File: config.mk
export PLATFORM = sky130hd
export DESIGN_NAME = cla_nibble_sched
export DESIGN_NICKNAME = d
export VERILOG_FILES = /design/src/rtl/cla_nibble_sched.sv
export SDC_FILE = /design/constraint.sdc
export NUM_CORES = 1
export LEC_CHECK = 0
export ABC_AREA = 1
export BUFFER_PORTS_ARGS = -buffer_cell sky130_fd_sc_hd__buf_2
export CORE_ASPECT_RATIO = 0.7
export CORE_UTILIZATION = 42
export DETAILED_ROUTE_END_ITERATION = 10
export GPL_TIMING_DRIVEN = 0
export PLACE_DENSITY = 0.7
export SETUP_SLACK_MARGIN = 0.4
export SYNTH_ARGS = -nofsm -noshare
export SYNTH_HDL_FRONTEND = slang
export SYNTH_SLANG_ARGS = --single-unit
File: constraint.sdc
create_clock -name clk -period 1.9 [get_ports clk]
set_input_delay 0.38 -clock clk [delete_from_list [all_inputs] [get_ports clk]]
set_output_delay 0.38 -clock clk [all_outputs]
set_load 0.1 [all_outputs]
File: src/rtl/cla_nibble_sched.sv
// Two-requester scheduler around a shared 4-bit carry-lookahead adder.
// A WIDTH-bit sum is built one nibble per cycle, LSB nibble first, with the carry held in a register.
module cla_nibble_sched #(
  parameter int WIDTH = 16
) (
  input  logic             clk,
  input  logic             rst_n,
  input  logic             i_req0_valid,
  output logic             o_req0_ready,
  input  logic [WIDTH-1:0] i_req0_a,
  input  logic [WIDTH-1:0] i_req0_b,
  input  logic             i_req0_cin,
  input  logic             i_req1_valid,
  output logic             o_req1_ready,
  input  logic [WIDTH-1:0] i_req1_a,
  input  logic [WIDTH-1:0] i_req1_b,
  input  logic             i_req1_cin,
  output logic             o_res_valid,
  input  logic             i_res_ready,
  output logic [WIDTH-1:0] o_res_sum,
  output logic             o_res_cout,
  output logic             o_res_id,
  output logic             o_busy
);

  localparam int NIB = WIDTH / 4;
  localparam int CW  = (NIB > 1) ? $clog2(NIB) : 1;
  localparam logic [CW-1:0] LAST_CNT = CW'(NIB - 1);

  localparam logic [1:0] S_IDLE = 2'd0;
  localparam logic [1:0] S_RUN  = 2'd1;
  localparam logic [1:0] S_DONE = 2'd2;

  logic [1:0]       r_state;
  logic [WIDTH-1:0] r_a;
  logic [WIDTH-1:0] r_b;
  logic [WIDTH-1:0] r_sum;
  logic [CW-1:0]    r_cnt;
  logic             r_carry;
  logic             r_cout;
  logic             r_id;
  logic             r_last;   // id granted most recently; resets to 1 so req0 wins the first tie

  logic             w_idle;
  logic             w_grant0;
  logic             w_grant1;
  logic             w_accept;
  logic [3:0]       w_a_nib [NIB];
  logic [3:0]       w_b_nib [NIB];
  logic [3:0]       w_g;
  logic [3:0]       w_p;
  logic [4:0]       w_c;
  logic [3:0]       w_nib_sum;

  assign w_idle   = (r_state == S_IDLE);
  assign w_grant0 = w_idle & i_req0_valid & (~i_req1_valid | r_last);
  assign w_grant1 = w_idle & i_req1_valid & (~i_req0_valid | ~r_last);
  assign w_accept = w_grant0 | w_grant1;

  assign o_req0_ready = w_grant0;
  assign o_req1_ready = w_grant1;
  assign o_res_valid  = (r_state == S_DONE);
  assign o_busy       = ~w_idle;
  assign o_res_sum    = r_sum;
  assign o_res_cout   = r_cout;
  assign o_res_id     = r_id;

  for (genvar gi = 0; gi < NIB; gi++) begin : g_nib
    assign w_a_nib[gi] = r_a[4*gi +: 4];
    assign w_b_nib[gi] = r_b[4*gi +: 4];
  end

  // Two-level lookahead: every carry is a flat function of g, p and the incoming carry.
  assign w_g = w_a_nib[r_cnt] & w_b_nib[r_cnt];
  assign w_p = w_a_nib[r_cnt] ^ w_b_nib[r_cnt];
  assign w_c[0] = r_carry;
  assign w_c[1] = w_g[0] | (w_p[0] & r_carry);
  assign w_c[2] = w_g[1] | (w_p[1] & w_g[0]) | (w_p[1] & w_p[0] & r_carry);
  assign w_c[3] = w_g[2] | (w_p[2] & w_g[1]) | (w_p[2] & w_p[1] & w_g[0])
                | (w_p[2] & w_p[1] & w_p[0] & r_carry);
  assign w_c[4] = w_g[3] | (w_p[3] & w_g[2]) | (w_p[3] & w_p[2] & w_g[1])
                | (w_p[3] & w_p[2] & w_p[1] & w_g[0])
                | (w_p[3] & w_p[2] & w_p[1] & w_p[0] & r_carry);
  assign w_nib_sum = w_p ^ w_c[3:0];

  always_ff @(posedge clk or negedge rst_n) begin
    if (!rst_n) begin
      r_state <= S_IDLE;
      r_a     <= '0;
      r_b     <= '0;
      r_sum   <= '0;
      r_cnt   <= '0;
      r_carry <= 1'b0;
      r_cout  <= 1'b0;
      r_id    <= 1'b0;
      r_last  <= 1'b1;
    end else begin
      case (r_state)
        S_IDLE: begin
          if (w_accept) begin
            r_a     <= w_grant1 ? i_req1_a   : i_req0_a;
            r_b     <= w_grant1 ? i_req1_b   : i_req0_b;
            r_carry <= w_grant1 ? i_req1_cin : i_req0_cin;
            r_id    <= w_grant1;
            r_last  <= w_grant1;
            r_cnt   <= '0;
            r_state <= S_RUN;
          end
        end
        S_RUN: begin
          r_sum[4*r_cnt +: 4] <= w_nib_sum;
          r_carry             <= w_c[4];
          r_cnt               <= r_cnt + 1'b1;
          if (r_cnt == LAST_CNT) begin
            r_cout  <= w_c[4];
            r_state <= S_DONE;
          end
        end
        S_DONE: begin
          if (i_res_ready) begin
            r_state <= S_IDLE;
          end
        end
        default: r_state <= S_IDLE;
      endcase
    end
  end

endmodule

==> summary.txt <==
Fin. Hold Viols - 0
Ant. Diodes - 0
total number of vias - 3142
antenna-violating nets left - 0
Die Span Y - 73.36 um
Mapped Area - 0.003055 mm2
reg2reg end - o_res_sum[7]
post-synth cell types - 29
RSZ-0062 raised after global routing - yes
initial antenna violation count - 0
CP endpoint kind - flop
vias in the first global route - 2858
Final setup viols - 18
violated checks - negative setup slack
Starting DRT DRC Count - 134
Final Wtd Congestion - 0.9031
CP startpoint kind - flop
Tcrit/Tclk final - 118.7%
drt pass-1 iters - 4
worst slew pin tran - 716.1 ps
Hold Crit Class - primary input to async pin
Reg2Reg Launch Point - r_cnt[0]
met2 Use GR - 39.26%
Final WS setup - -354.7 ps
first-pass GRT wire length - 13830 um
Critical Path RT - 2170 ps
Syn Nets - 458
Final Skew - 6.881 ps
EDFF count, synth - 0
area delta synth->final - 59.79%
DRC viols - 0
Slew headroom - 52.26%
half-perimeter wire length after placement - 5795 um
Max Buffers Root-to-Sink - 2
I/O Buffers - 92
Worst-path clk slew - 100 ps
clock sink count - 56
total die area - 0.007625 mm2
share of the synthesized area in the top cell type - 45.05%
final worst path period need - 2255 ps
routed wire length per instance - 16.31 um
FMAX - 0.4435 GHz
asr flop ratio synth - 100.0%
Crit-path slowest cell - dfrtp_2
worst reg2reg setup slack - -350 ps
GRT overflow - 0
yosys warns - 0
Core Footprint - 0.006882 mm2
clock tree from TritonCTS - built
layout net count - 590
most common cell after layout, fill and taps aside - nand2_1
top_reg_cell synth - dfrtp_1
Max Slew Vio Count - 0
Arr. time, crit path - 2520 ps
Starting Density - 44.40%
Slowest Stage Delay on Critical Path - 490 ps
Global Route Usage Sum - 23.52%
met1 Usage GRT - 31.66%
grt peak-use layer - met2
Die W - 103.9 um
CTS Root Cell - clkbuf_8
layout cell share with drive strength beyond 1 - 46.46%
largest net degree at the start of global routing - 57
register area share after synthesis - 45.90%
H-tree Lvls - 2
critical path type - flop to flop
most frequent cells in the layout - nand2_1 (100), buf_2 (69), dfrtp_1 (53), nor2_1 (35), nor2_4 (20)
Worst-Skew Late Latency - 320 ps
cell taking the most area after synthesis - dfrtp_1
Setup WS pre-CTS - -462.0 ps
met3 usage in global routing - 5.679%
Synth Instances - 375
top cells by area, synth - dfrtp_1 (45%), nand2_1 (13%), nor2_1 (7.1%)
filler instances - 521
Crit Path Max Fanout - 10
Worst path most repeated cell - nand2_1
max cap viols - 0
I/O pin cnt - 93
CP Cell Sequence - clkbuf_8 -> o21ai_1 -> o22ai_2 -> ha_4 -> nand2_1 -> nand2_1 -> nor2_2 -> nand2_1 -> nand2_2 -> nand3_4 -> nor2_4 -> nand2_2 -> nand2_1
Vias/cell - 5.219
register bit total from synthesis - 56
Post-Syn Area per Cell - 8.148 um2
Rows - 25
CTS buffer count - 5
Worst R2R Path Depth - 13
status - finished with violations
drt total wl - 9818 um
## flip-flops by register name (all words and copies together) (netlist names)
register and cells:
r_cnt 2, o_res_id 1, r_state 2, r_carry 1
r_b 16, o_res_sum 16, r_last 1, o_res_cout 1
r_a 16
## area by class of cell
type                            count  area [um2]  share of cell area [%]
Buffer                             19       265.3                   5.433
Clock buffer                        8       80.08                   1.640
Inverter                           22       108.9                   2.230
Multi-Input combinational cell    278        1927                   39.47
Sequential cell                    56        1405                   28.78
Tap cell                           94       117.6                   2.409
Timing Repair Buffer              125       978.4                   20.04
## synthesized netlist by cell type, types with 2 or more instances
master,number
buf_2,6
ha_1,11
nor2_2,2
o21ai_0,35
xor2_1,2
dfrtp_1,55
a31oi_1,22
nand4_1,2
a31oi_2,10
o22ai_1,8
inv_1,19
nor2_1,58
nand3_2,2
clkbuf_1,4
buf_4,3
buf_6,6
nand2_1,107
o31ai_1,3
nand3_1,10
## worst max-delay path by stage
stage | slack, ps | cells after the start | startpoint | to
finish | -350 | 13 | r_cnt[0] | o_res_sum[7]
global route | -420 | 13 | r_cnt[0] | o_res_sum[7]
CTS | -200 | 13 | r_cnt[0] | o_res_sum[7]
detailed placement | -460 | 14 | r_cnt[0] | o_res_sum[7]
global placement | -420 | 14 | r_cnt[0] | o_res_sum[7]
floorplan | -20 | 14 | r_cnt[0] | o_res_sum[7]
## cell families (layout without fill, tap and decap cells)
| kind of cell | Yosys count | in the layout | synth area share (%) |
|---|---|---|---|
| flip-flops | 56 | 56 | 45.91 |
| adder cells (fa/ha/maj) | 12 | 12 | 5.160 |
| XOR/XNOR | 3 | 3 | 0.8601 |
| buffers and inverters | 41 | 174 | 7.207 |
| AO/OA/AOI/OAI | 80 | 80 | 17.12 |
| AND/OR/NAND/NOR | 183 | 183 | 23.75 |
## per-stage QoR
stage | instance area (um2) | hold WS [ps] | TNS, ps | util (%) | std cells
final | 4882 | 114.0 | -3407 | 70.95 | 602
after global placement | 3692 | 452.6 | -3567 | 53.65 | 561
after CTS | 4274 | 235.7 | -1498 | 62.11 | 591
after global routing | 4882 | 160.3 | -4626 | 70.95 | 602
after floorplan | 3114 | 84.41 | -32.88 | - | 375
after detailed placement | 3692 | 458.7 | -4028 | 53.65 | 561
## layer usage
metal  vias to the layer above  wire, um
met1                      1474      4353
met5                         -         0
met4                         0       205
met3                        29       550
li1                       1509         -
met2                       130      4707
## what timing repair did
| item | CTS | global route |
|---|---|---|
| gates resized for setup | 96 | 101 |
| gates cloned | 3 | 4 |
| pin swaps | 18 | 23 |
| hold buffers | 0 | 0 |
| setup endpoints to repair | 44 | 73 |
| setup buffers | 19 | 7 |
## worst max-delay path: cells and delay by family (launching register included)
family / cells / cell delay, ps
simple gates: 9 / 880
flops: 1 / 490
compound gates: 2 / 360
fa+ha+maj: 1 / 270
buf+inv: 1 / 200
Power is not shown: default switching activity piles up to over one toggle a cycle in this logic, so the estimate is an artifact.
